`src/rtl/controller_reader.sv`:
```
// Reads two serial game controllers: latches both, shifts eight bits out of each
// and presents the decoded active-high button state with a one-cycle valid pulse.
module controller_reader #(
  parameter int unsigned BIT_CYCLES = 12
) (
  input  logic       clk,
  input  logic       rst,
  input  logic       poll_req,
  input  logic       data_B_1,
  input  logic       data_B_2,
  output logic       latch,
  output logic       ctrl_clk_enable,
  output logic [7:0] buttons_1,
  output logic [7:0] buttons_2,
  output logic       valid,
  output logic       busy
);

  localparam logic [7:0] CntLast = 8'(BIT_CYCLES - 1);

  typedef enum logic [1:0] {StIdle, StLatch, StBit, StDone} state_e;

  state_e     state_q, state_d;
  logic [7:0] cnt_q, cnt_d;
  logic [2:0] idx_q, idx_d;
  logic [7:0] sr1_q, sr1_d;
  logic [7:0] sr2_q, sr2_d;
  logic [7:0] btn1_q, btn1_d;
  logic [7:0] btn2_q, btn2_d;
  logic [1:0] sync1_q, sync1_d;
  logic [1:0] sync2_q, sync2_d;
  logic       cnt_last;
  logic [7:0] sr1_shift, sr2_shift;

  assign sync1_d   = {sync1_q[0], data_B_1};
  assign sync2_d   = {sync2_q[0], data_B_2};
  assign cnt_last  = (cnt_q == CntLast);
  // Serial data is active-low; invert on the way into the shift registers.
  assign sr1_shift = {sr1_q[6:0], ~sync1_q[1]};
  assign sr2_shift = {sr2_q[6:0], ~sync2_q[1]};

  always_comb begin
    state_d         = state_q;
    cnt_d           = cnt_q;
    idx_d           = idx_q;
    sr1_d           = sr1_q;
    sr2_d           = sr2_q;
    btn1_d          = btn1_q;
    btn2_d          = btn2_q;
    latch           = 1'b0;
    ctrl_clk_enable = 1'b0;
    valid           = 1'b0;
    unique case (state_q)
      StIdle: begin
        if (poll_req) begin
          state_d = StLatch;
          cnt_d   = 8'd0;
        end
      end
      StLatch: begin
        latch = 1'b1;
        if (cnt_last) begin
          // Sync-latch controllers load their shift registers on this strobe.
          ctrl_clk_enable = 1'b1;
          state_d         = StBit;
          cnt_d           = 8'd0;
          idx_d           = 3'd0;
        end else begin
          cnt_d = cnt_q + 8'd1;
        end
      end
      StBit: begin
        if (cnt_last) begin
          ctrl_clk_enable = 1'b1;
          sr1_d           = sr1_shift;
          sr2_d           = sr2_shift;
          cnt_d           = 8'd0;
          if (idx_q == 3'd7) begin
            state_d = StDone;
            btn1_d  = sr1_shift;
            btn2_d  = sr2_shift;
          end else begin
            idx_d = idx_q + 3'd1;
          end
        end else begin
          cnt_d = cnt_q + 8'd1;
        end
      end
      StDone: begin
        valid   = 1'b1;
        state_d = StIdle;
      end
    endcase
  end

  always_ff @(posedge clk) begin
    if (rst) begin
      state_q <= StIdle;
      cnt_q   <= 8'd0;
      idx_q   <= 3'd0;
      sr1_q   <= 8'd0;
      sr2_q   <= 8'd0;
      btn1_q  <= 8'd0;
      btn2_q  <= 8'd0;
      sync1_q <= 2'b11;
      sync2_q <= 2'b11;
    end else begin
      state_q <= state_d;
      cnt_q   <= cnt_d;
      idx_q   <= idx_d;
      sr1_q   <= sr1_d;
      sr2_q   <= sr2_d;
      btn1_q  <= btn1_d;
      btn2_q  <= btn2_d;
      sync1_q <= sync1_d;
      sync2_q <= sync2_d;
    end
  end

  assign buttons_1 = btn1_q;
  assign buttons_2 = btn2_q;
  assign busy      = (state_q != StIdle);

endmodule

```
`config.mk`:
```
export PLATFORM = sky130hd
export DESIGN_NAME = controller_reader
export DESIGN_NICKNAME = d
export VERILOG_FILES = /design/src/rtl/controller_reader.sv
export SDC_FILE = /design/constraint.sdc
export NUM_CORES = 1
export LEC_CHECK = 0
export BUFFER_PORTS_ARGS = -buffer_cell sky130_fd_sc_hd__clkbuf_2
export CAP_MARGIN = 20
export CELL_PAD_IN_SITES_DETAIL_PLACEMENT = 0
export CELL_PAD_IN_SITES_GLOBAL_PLACEMENT = 1
export CORE_MARGIN = 2
export CORE_UTILIZATION = 39
export CTS_CLUSTER_SIZE = 25
export DETAILED_ROUTE_END_ITERATION = 10
export PLACE_DENSITY = 0.79
export SLEW_MARGIN = 20
export SYNTH_ARGS = -nofsm -noshare
export SYNTH_HDL_FRONTEND = slang
export SYNTH_SLANG_ARGS = --single-unit
```
`constraint.sdc`:
```
create_clock -name clk -period 1.6 [get_ports clk]
set_input_delay 0.4 -clock clk [delete_from_list [all_inputs] [get_ports clk]]
set_output_delay 0.4 -clock clk [all_outputs]
set_load 0.01 [all_outputs]
```
==> impl_metrics.json, run 1 <==
{
  "layout_setup_ws_ps": -233,
  "crit_path_start_kind": "flop",
  "fp.coreArea_um2": 5040,
  "ant_nets": 0,
  "die-height_um": 75.6,
  "cp.arrival_ps": 1430,
  "cts_tree": "yes",
  "yosys_warnings": 0,
  "violations": "negative setup slack",
  "yosysTopAreaCellShare_pct": 47.1,
  "clock_path_buffers": 2,
  "period_needed_ps": 1830,
  "syn_area_per_cell_um2": 8.85,
  "rsz0062_at_grt": "yes",
  "min_to": "sync2_q[0]",
  "peakVddDrop_mv": 0.678,
  "synthTopCellsByArea": "dfxtp_1 (47%), a21oi_1 (8.5%), nand2_1 (8.3%)",
  "grt_max_degree": 45,
  "finalCritPeriodShare_pct": 115,
  "reg2regPathDepth": 8,
  "hp-start": "data_B_2",
  "p_int_uw": 2060,
  "root_buffer": "clkbuf_8",
  "clock-sinks": 47,
  "post-route-cell-area_um2": 2630,
  "wl_per_cell_um": 13.4,
  "run_status": "finished, violations left",
  "io_buffer_count": 24,
  "area_growth_pct": 31.7,
  "worstSetupEndpointType": "primary output",
  "ios": 25,
  "r2r-end": "cnt_q[6]",
  "synthFlopType": "dfxtp_1",
  "grt_usage_pct": 16.7,
  "drtIter0Drc": 87,
  "hpwl_um": 3010,
  "cp.required_ps": 1200,
  "finalPower_uw": 2990,
  "pwr-share-seq_pct": 42.1,
  "htreeDepth": 2,
  "hold_violations": 0,
  "r2r_start": "cnt_q[1]",
  "first_pass_iters": 4,
  "finalSetupViolations": 7,
  "skew_ps": 9.08,
  "drc": 0,
  "path_max_fanout": 2,
  "rows": 26,
  "worstSkewPairLatency_ps": 310,
  "n_fill_cell": 486,
  "drive_gt1_share_pct": 34.3,
  "die_w_um": 75.6,
  "numCtsBuffers": 5,
  "grt-ovfl-total": 0,
  "switchingPower_uw": 926,
  "hold_ws_ps": 276,
  "comb_power_share_pct": 32.4,
  "placed_area_um2": 2370,
  "grt_pass1_vias": 1520,
  "pwr_density_cell_nw_per_um2": 1140,
  "relSlewSlack_pct": 76.1,
  "worstMarginPinSlew_ps": 357,
  "r2r_slack_ps": -210,
  "grt_antenna_before_repair": 0,
  "clk_pin_slew_worst_paths_ps": 90,
  "final_common_cell": "nand2_1",
  "drt-total-wl_um": 4670,
  "vias_per_cell": 5.03,
  "synth_seq_area_share_pct": 47.1,
  "fin_nets": 288,
  "switching_share_pct": 31.0,
  "fmax_ghz": 0.546,
  "syn-num-nets": 238,
  "hold_class": "input pin to flop",
  "final_cell_mix": "nand2_1 (44), dfxtp_1 (43), a21oi_1 (31)",
  "maxSlewViolCount": 0,
  "vias": 1745,
  "dp_worst_setup_slack_ps": -54.1,
  "drv_cap": 0,
  "hold_buffers": 0,
  "syn_area_um2": 2000,
  "ys_types": 37,
  "pwr-share-clk_pct": 25.5,
  "insertedDiodeCount": 0,
  "yosysTopAreaCell": "dfxtp_1",
  "gp_congestion": 0.818,
  "synth_edf_count": 0,
  "dieArea_um2": 5720,
  "p_leak_uw": 0.00102,
  "async_reset_ff_share_pct": 0,
  "synth_cells": 226,
  "setup.worst_path.class": "flop to primary output",
  "ys_seq_elements": 47,
  "grt_pass1_wl_um": 7090,
  "holdPathStages": 2,
  "initial_utilization_pct": 39.7
}
## routing by layer
layer | vias to the layer above | global-route usage (%) | wire length [um]
li1 | 893 | - | -
met1 | 806 | 22.6 | 2160
met2 | 35 | 24.7 | 2200
met3 | 11 | 4.23 | 187
met4 | 0 | 7.99 | 114
met5 | - | 0 | 0
## worst max-delay path by stage
stage                   from               to  slack [ps]  cells past startpoint
floorplan           cnt_q[1]     buttons_2[5]         -30                      7
detailed placement  cnt_q[1]  ctrl_clk_enable         -50                      5
global placement    cnt_q[1]  ctrl_clk_enable         -20                      5
CTS                 cnt_q[0]  ctrl_clk_enable        -250                      5
global route        cnt_q[1]  ctrl_clk_enable        -310                      5
finish              cnt_q[1]  ctrl_clk_enable        -230                      5
## critical path, stage by stage, from the launching register on
cell and delay (ps):
dfxtp_4 370, ha_4 120, nor4b_4 200, buf_4 160, and3_4 170, buf_6 100
## cells in the mapped netlist, drive strengths merged (2+ instances only)
cell / n
dfxtp: 47
nand2: 44
a21oi: 34
nand3: 18
nor2: 9
buf: 7
clkbuf: 7
ha: 7
inv: 6
a211oi: 4
and3: 4
or2: 4
a31oi: 3
mux2i: 3
nand4: 3
xor2: 3
a32o: 2
a41oi: 2
and2: 2
nor4b: 2
## flip-flops by register name, summed over array words and instances (netlist names)
name / count
buttons_1: 8
buttons_2: 8
cnt_q: 8
sr1_q: 7
sr2_q: 7
idx_q: 3
state_q: 2
sync1_q: 2
sync2_q: 2
## logic make-up after synthesis
family | synth area share (%)
fa+ha+maj | 4.38
mux | 2.07
buf+inv | 5.76
simple gates | 22.3
compound gates | 16.6
flops | 47.1
xor+xnor | 1.75
## power groups by stage
stage                     sequential [uW]  combinational (uW)  clock (uW)
after floorplan                      1290                 481           0
after CTS                            1260                 867         781
after global routing                 1270                1060         822
after global placement               1280                 804           0
after detailed placement             1280                 813           0
final                                1260                 968         762
## stage by stage
step,utilization (%),TNS [ps],std cells
floorplan,-,-356,226
global placement,46.9,-17.7,333
detailed placement,46.9,-107,333
CTS,50.6,-1140,346
global route,52.2,-2660,347
finish,52.2,-879,347
## final cells by class
type	count	area (um^2)	area share, %
clock buffers	7	86.3	3.28
clock inverters	1	8.76	0.333
inverters	6	22.5	0.856
multi-input cells	159	1050	39.9
flip-flops and latches	47	951	36.1
well taps	70	87.6	3.33
repair buffers	57	427	16.2
## repair_timing
item,in CTS,in global routing
buffers inserted,4,1
setup endpoints to repair,9,44
resized for setup,7,20
pin swaps,2,3
gates cloned,1,0
(Power assumes the default switching activity.)
==> inputs of run 2 (changes only) <==
Settings changed: SKIP_CTS_REPAIR_TIMING set to 1.
==> impl_metrics.json, run 2 (synthesized netlist as in run 1, its figures left out) <==
{
  "post-route-cell-area_um2": 2610,
  "switchingPower_uw": 913,
  "die-height_um": 75.6,
  "final_cell_mix": "nand2_1 (43), dfxtp_1 (43), a21oi_1 (30)",
  "vias_per_cell": 4.96,
  "grt_pass1_wl_um": 6720,
  "fmax_ghz": 0.523,
  "cp.arrival_ps": 1510,
  "run_status": "finished, violations left",
  "first_pass_iters": 4,
  "placed_area_um2": 2370,
  "ant_nets": 0,
  "cp.required_ps": 1200,
  "path_max_fanout": 4,
  "startpoint": "cnt_q[0]",
  "hp-start": "data_B_2",
  "r2r_start": "cnt_q[1]",
  "rsz0062_at_grt": "yes",
  "violations": "negative setup slack",
  "p_leak_uw": 0.00101,
  "rows": 26,
  "fp.coreArea_um2": 5040,
  "wl_per_cell_um": 12.9,
  "clock-sinks": 47,
  "p_int_uw": 2070,
  "numCtsBuffers": 5,
  "utilization_pct": 51.7,
  "grt-ovfl-total": 0,
  "pwr-share-seq_pct": 42.3,
  "clk_pin_slew_worst_paths_ps": 80,
  "ios": 25,
  "peakVddDrop_mv": 0.657,
  "grt_usage_pct": 15.8,
  "worstSkewPairLatency_ps": 300,
  "root_buffer": "clkbuf_8",
  "htreeDepth": 2,
  "worstSetupEndpointType": "primary output",
  "hold_class": "input pin to flop",
  "maxSlewViolCount": 0,
  "worstMarginPinSlew_ps": 350,
  "vias": 1720,
  "period_needed_ps": 1910,
  "comb_power_share_pct": 32.4,
  "crit_path_start_kind": "flop",
  "relSlewSlack_pct": 76.6,
  "insertedDiodeCount": 0,
  "setup.worst_path.class": "flop to primary output",
  "clock_path_buffers": 2,
  "fin_nets": 288,
  "drt-total-wl_um": 4490,
  "switching_share_pct": 30.6,
  "pwr-share-clk_pct": 25.3,
  "n_fill_cell": 496,
  "dieArea_um2": 5720,
  "initial_utilization_pct": 39.7,
  "area_growth_pct": 30.3,
  "setup_tns_ps": -820,
  "finalPower_uw": 2980,
  "pwr_density_cell_nw_per_um2": 1150,
  "drtIter0Drc": 74,
  "die_w_um": 75.6,
  "grt_pass1_vias": 1454,
  "drc": 0,
  "io_buffer_count": 24,
  "drive_gt1_share_pct": 34.7,
  "skew_ps": 6.78,
  "grt_max_degree": 45,
  "finalCritPeriodShare_pct": 120,
  "gp_congestion": 0.818,
  "hold_violations": 0,
  "grt_antenna_before_repair": 0,
  "drv_cap": 0,
  "hpwl_um": 3010,
  "cts_tree": "yes",
  "finalSetupViolations": 5,
  "layout_setup_ws_ps": -313
}
run 2: power groups by stage:
stage | combinational (uW) | clock (uW) | sequential, uW
after CTS | 817 | 781 | 1250
after floorplan | 481 | 0 | 1290
final | 966 | 756 | 1260
after global placement | 804 | 0 | 1280
after global routing | 1070 | 827 | 1270
after detailed placement | 813 | 0 | 1280
run 2: worst max-delay path: stages, from the launching register on:
cell     delay, ps
dfxtp_4        360
ha_4           130
nor4b_4        260
buf_4          190
and3_4         170
buf_6          100
run 2: final cells by class:
class                           instances  area (um^2)  share of cell area, %
Inverter                                6         22.5                  0.865
Tap cell                               70         87.6                   3.36
Clock buffer                            7         86.3                   3.31
Multi-Input combinational cell        159         1040                   40.0
Sequential cell                        47          951                   36.5
Timing Repair Buffer                   57          407                   15.6
Clock inverter                          1         8.76                  0.336
run 2: routing by layer:
metal | up-vias | share of wire, % | GRT usage (%)
met1 | 805 | 48 | 21.7
li1 | 887 | - | -
met4 | 0 | 1.7 | 7.41
met5 | - | 0 | 0
met2 | 21 | 47 | 23.3
met3 | 7 | 2.7 | 3.97
run 2: metrics by stage:
step / hold WS (ps) / instances / worst slack (ps)
after floorplan: 389 / 226 / -26.0
after CTS: 266 / 341 / -400
after global placement: 394 / 333 / -15.7
after global routing: 268 / 347 / -410
final: 277 / 347 / -313
after detailed placement: 403 / 333 / -54.1
run 2: final timing paths:
check | end | slack [ps] | cells past startpoint
worst max register to register | cnt_q[6] | -190 | 9
worst min register to register | sync2_q[1] | 420 | 1
worst min-delay path | sync2_q[0] | 280 | 2
worst max-delay path | ctrl_clk_enable | -310 | 5
==> inputs of run 3 (changes only) <==
Settings changed: CORE_UTILIZATION 39 to 28, CTS_CLUSTER_DIAMETER set to 200, PLACE_DENSITY 0.79 to 0.61.
==> impl_metrics.json, run 3 (synthesized netlist as in run 1, its figures left out) <==
{
  "violations": "negative setup slack",
  "fp.coreArea_um2": 6870,
  "dp_cells": 361,
  "vias_per_cell": 4.57,
  "worstSkewPairLatency_ps": 310,
  "io_buffer_count": 24,
  "crit_path_start_kind": "flop",
  "ant_nets": 0,
  "gp_congestion": 0.728,
  "fmax_ghz": 0.548,
  "die-height_um": 88.5,
  "path_max_fanout": 2,
  "drv_cap": 0,
  "worstSetupEndpointType": "primary output",
  "maxSlewViolCount": 0,
  "grt-ovfl-total": 0,
  "grt_max_degree": 24,
  "pwr-share-seq_pct": 39.2,
  "drc": 0,
  "drtIter0Drc": 70,
  "die_w_um": 88.5,
  "layout_setup_ws_ps": -225,
  "first_pass_iters": 4,
  "ios": 25,
  "p_leak_uw": 0.00104,
  "clock_path_buffers": 2,
  "finalSetupViolations": 2,
  "area_growth_pct": 37.2,
  "initial_utilization_pct": 29.1,
  "grt_usage_pct": 12.0,
  "comb_power_share_pct": 32.7,
  "multi_input_area_um2": 1090,
  "fin_nets": 293,
  "grt_pass1_vias": 1569,
  "post-route-cell-area_um2": 2740,
  "n_fill_cell": 712,
  "drt-total-wl_um": 4570,
  "wl_per_cell_um": 12.1,
  "pwr_density_cell_nw_per_um2": 1170,
  "setup.worst_path.class": "flop to primary output",
  "final_cell_mix": "nand2_1 (43), dfxtp_1 (43), buf_4 (33)",
  "htreeDepth": 2,
  "rsz0062_at_grt": "yes",
  "vias": 1727,
  "hpwl_um": 3100,
  "numCtsBuffers": 5,
  "clock-sinks": 47,
  "hold_violations": 0,
  "stdcell_count": 378,
  "skew_ps": 10.7,
  "peakVddDrop_mv": 0.557,
  "switchingPower_uw": 967,
  "cp.required_ps": 1200,
  "run_status": "finished, violations left",
  "worstMarginPinSlew_ps": 319,
  "clk_pin_slew_worst_paths_ps": 100,
  "dieArea_um2": 7830,
  "seq_area_um2": 951,
  "cts_tree": "yes",
  "grt_antenna_before_repair": 0,
  "pwr-share-clk_pct": 28.0,
  "cp.arrival_ps": 1420,
  "p_int_uw": 2240,
  "drive_gt1_share_pct": 38.3,
  "placed_area_um2": 2400,
  "hold_ws_ps": 266,
  "dp_worst_setup_slack_ps": -55.1,
  "utilization_pct": 39.9,
  "grt_pass1_wl_um": 7330,
  "rows": 30,
  "relSlewSlack_pct": 78.7,
  "period_needed_ps": 1820,
  "insertedDiodeCount": 0,
  "root_buffer": "clkbuf_8",
  "hold_class": "input pin to flop",
  "switching_share_pct": 30.1,
  "finalCritPeriodShare_pct": 114
}
## run 3: cell count changes in the layout (fill, tap and decap cells not counted), moves of 2 or more
cell      delta
a211oi_2     +3
buf_4        +4
a211oi_1     -3
a21oi_1      -2
## run 3: power by group through the flow
stage	Sequential, uW	Combinational [uW]	Clock, uW
2_1_floorplan	1290	481	0
6_report	1260	1050	900
3_3_place_gp	1280	855	0
3_5_place_dp	1280	849	0
5_1_grt	1260	1160	973
4_1_cts	1250	856	932
## run 3: through the flow
| stage | TNS [ps] | power, uW |
|---|---|---|
| final | -232 | 3210 |
| after global routing | -788 | 3390 |
| after CTS | -1180 | 3040 |
| after detailed placement | -415 | 2130 |
| after global placement | -571 | 2130 |
| after floorplan | -356 | 1770 |
## run 3: layer usage
layer | track usage, % | vias up | routed length, um
met5 | 0 | - | 0
met4 | 4.55 | 0 | 74
met3 | 2.61 | 7 | 101
met2 | 17.9 | 21 | 2170
met1 | 17.0 | 802 | 2220
li1 | - | 897 | -
## run 3: layout make-up
type,instances,share of cell area (%)
Sequential cell,47,34.7
Clock buffer,5,2.51
Timing Repair Buffer,62,16.3
Multi-Input combinational cell,159,39.6
Inverter,6,0.821
Clock inverter,3,1.69
Tap cell,96,4.38
## run 3: final timing paths
check                  start         endpoint  depth (start not counted)  slack [ps]
hold / removal      data_B_1       sync1_q[0]                          2         270
setup / recovery    cnt_q[0]  ctrl_clk_enable                          5        -220
hold reg to reg   sync2_q[0]       sync2_q[1]                          1         420
setup reg to reg    cnt_q[0]         cnt_q[6]                          8         -10
## run 3: critical path, cell delays in order, from the launching register on
cell     delay, ps
dfxtp_4        370
ha_4           120
nor4b_4        210
buf_4          170
and3_4         170
buf_6           90
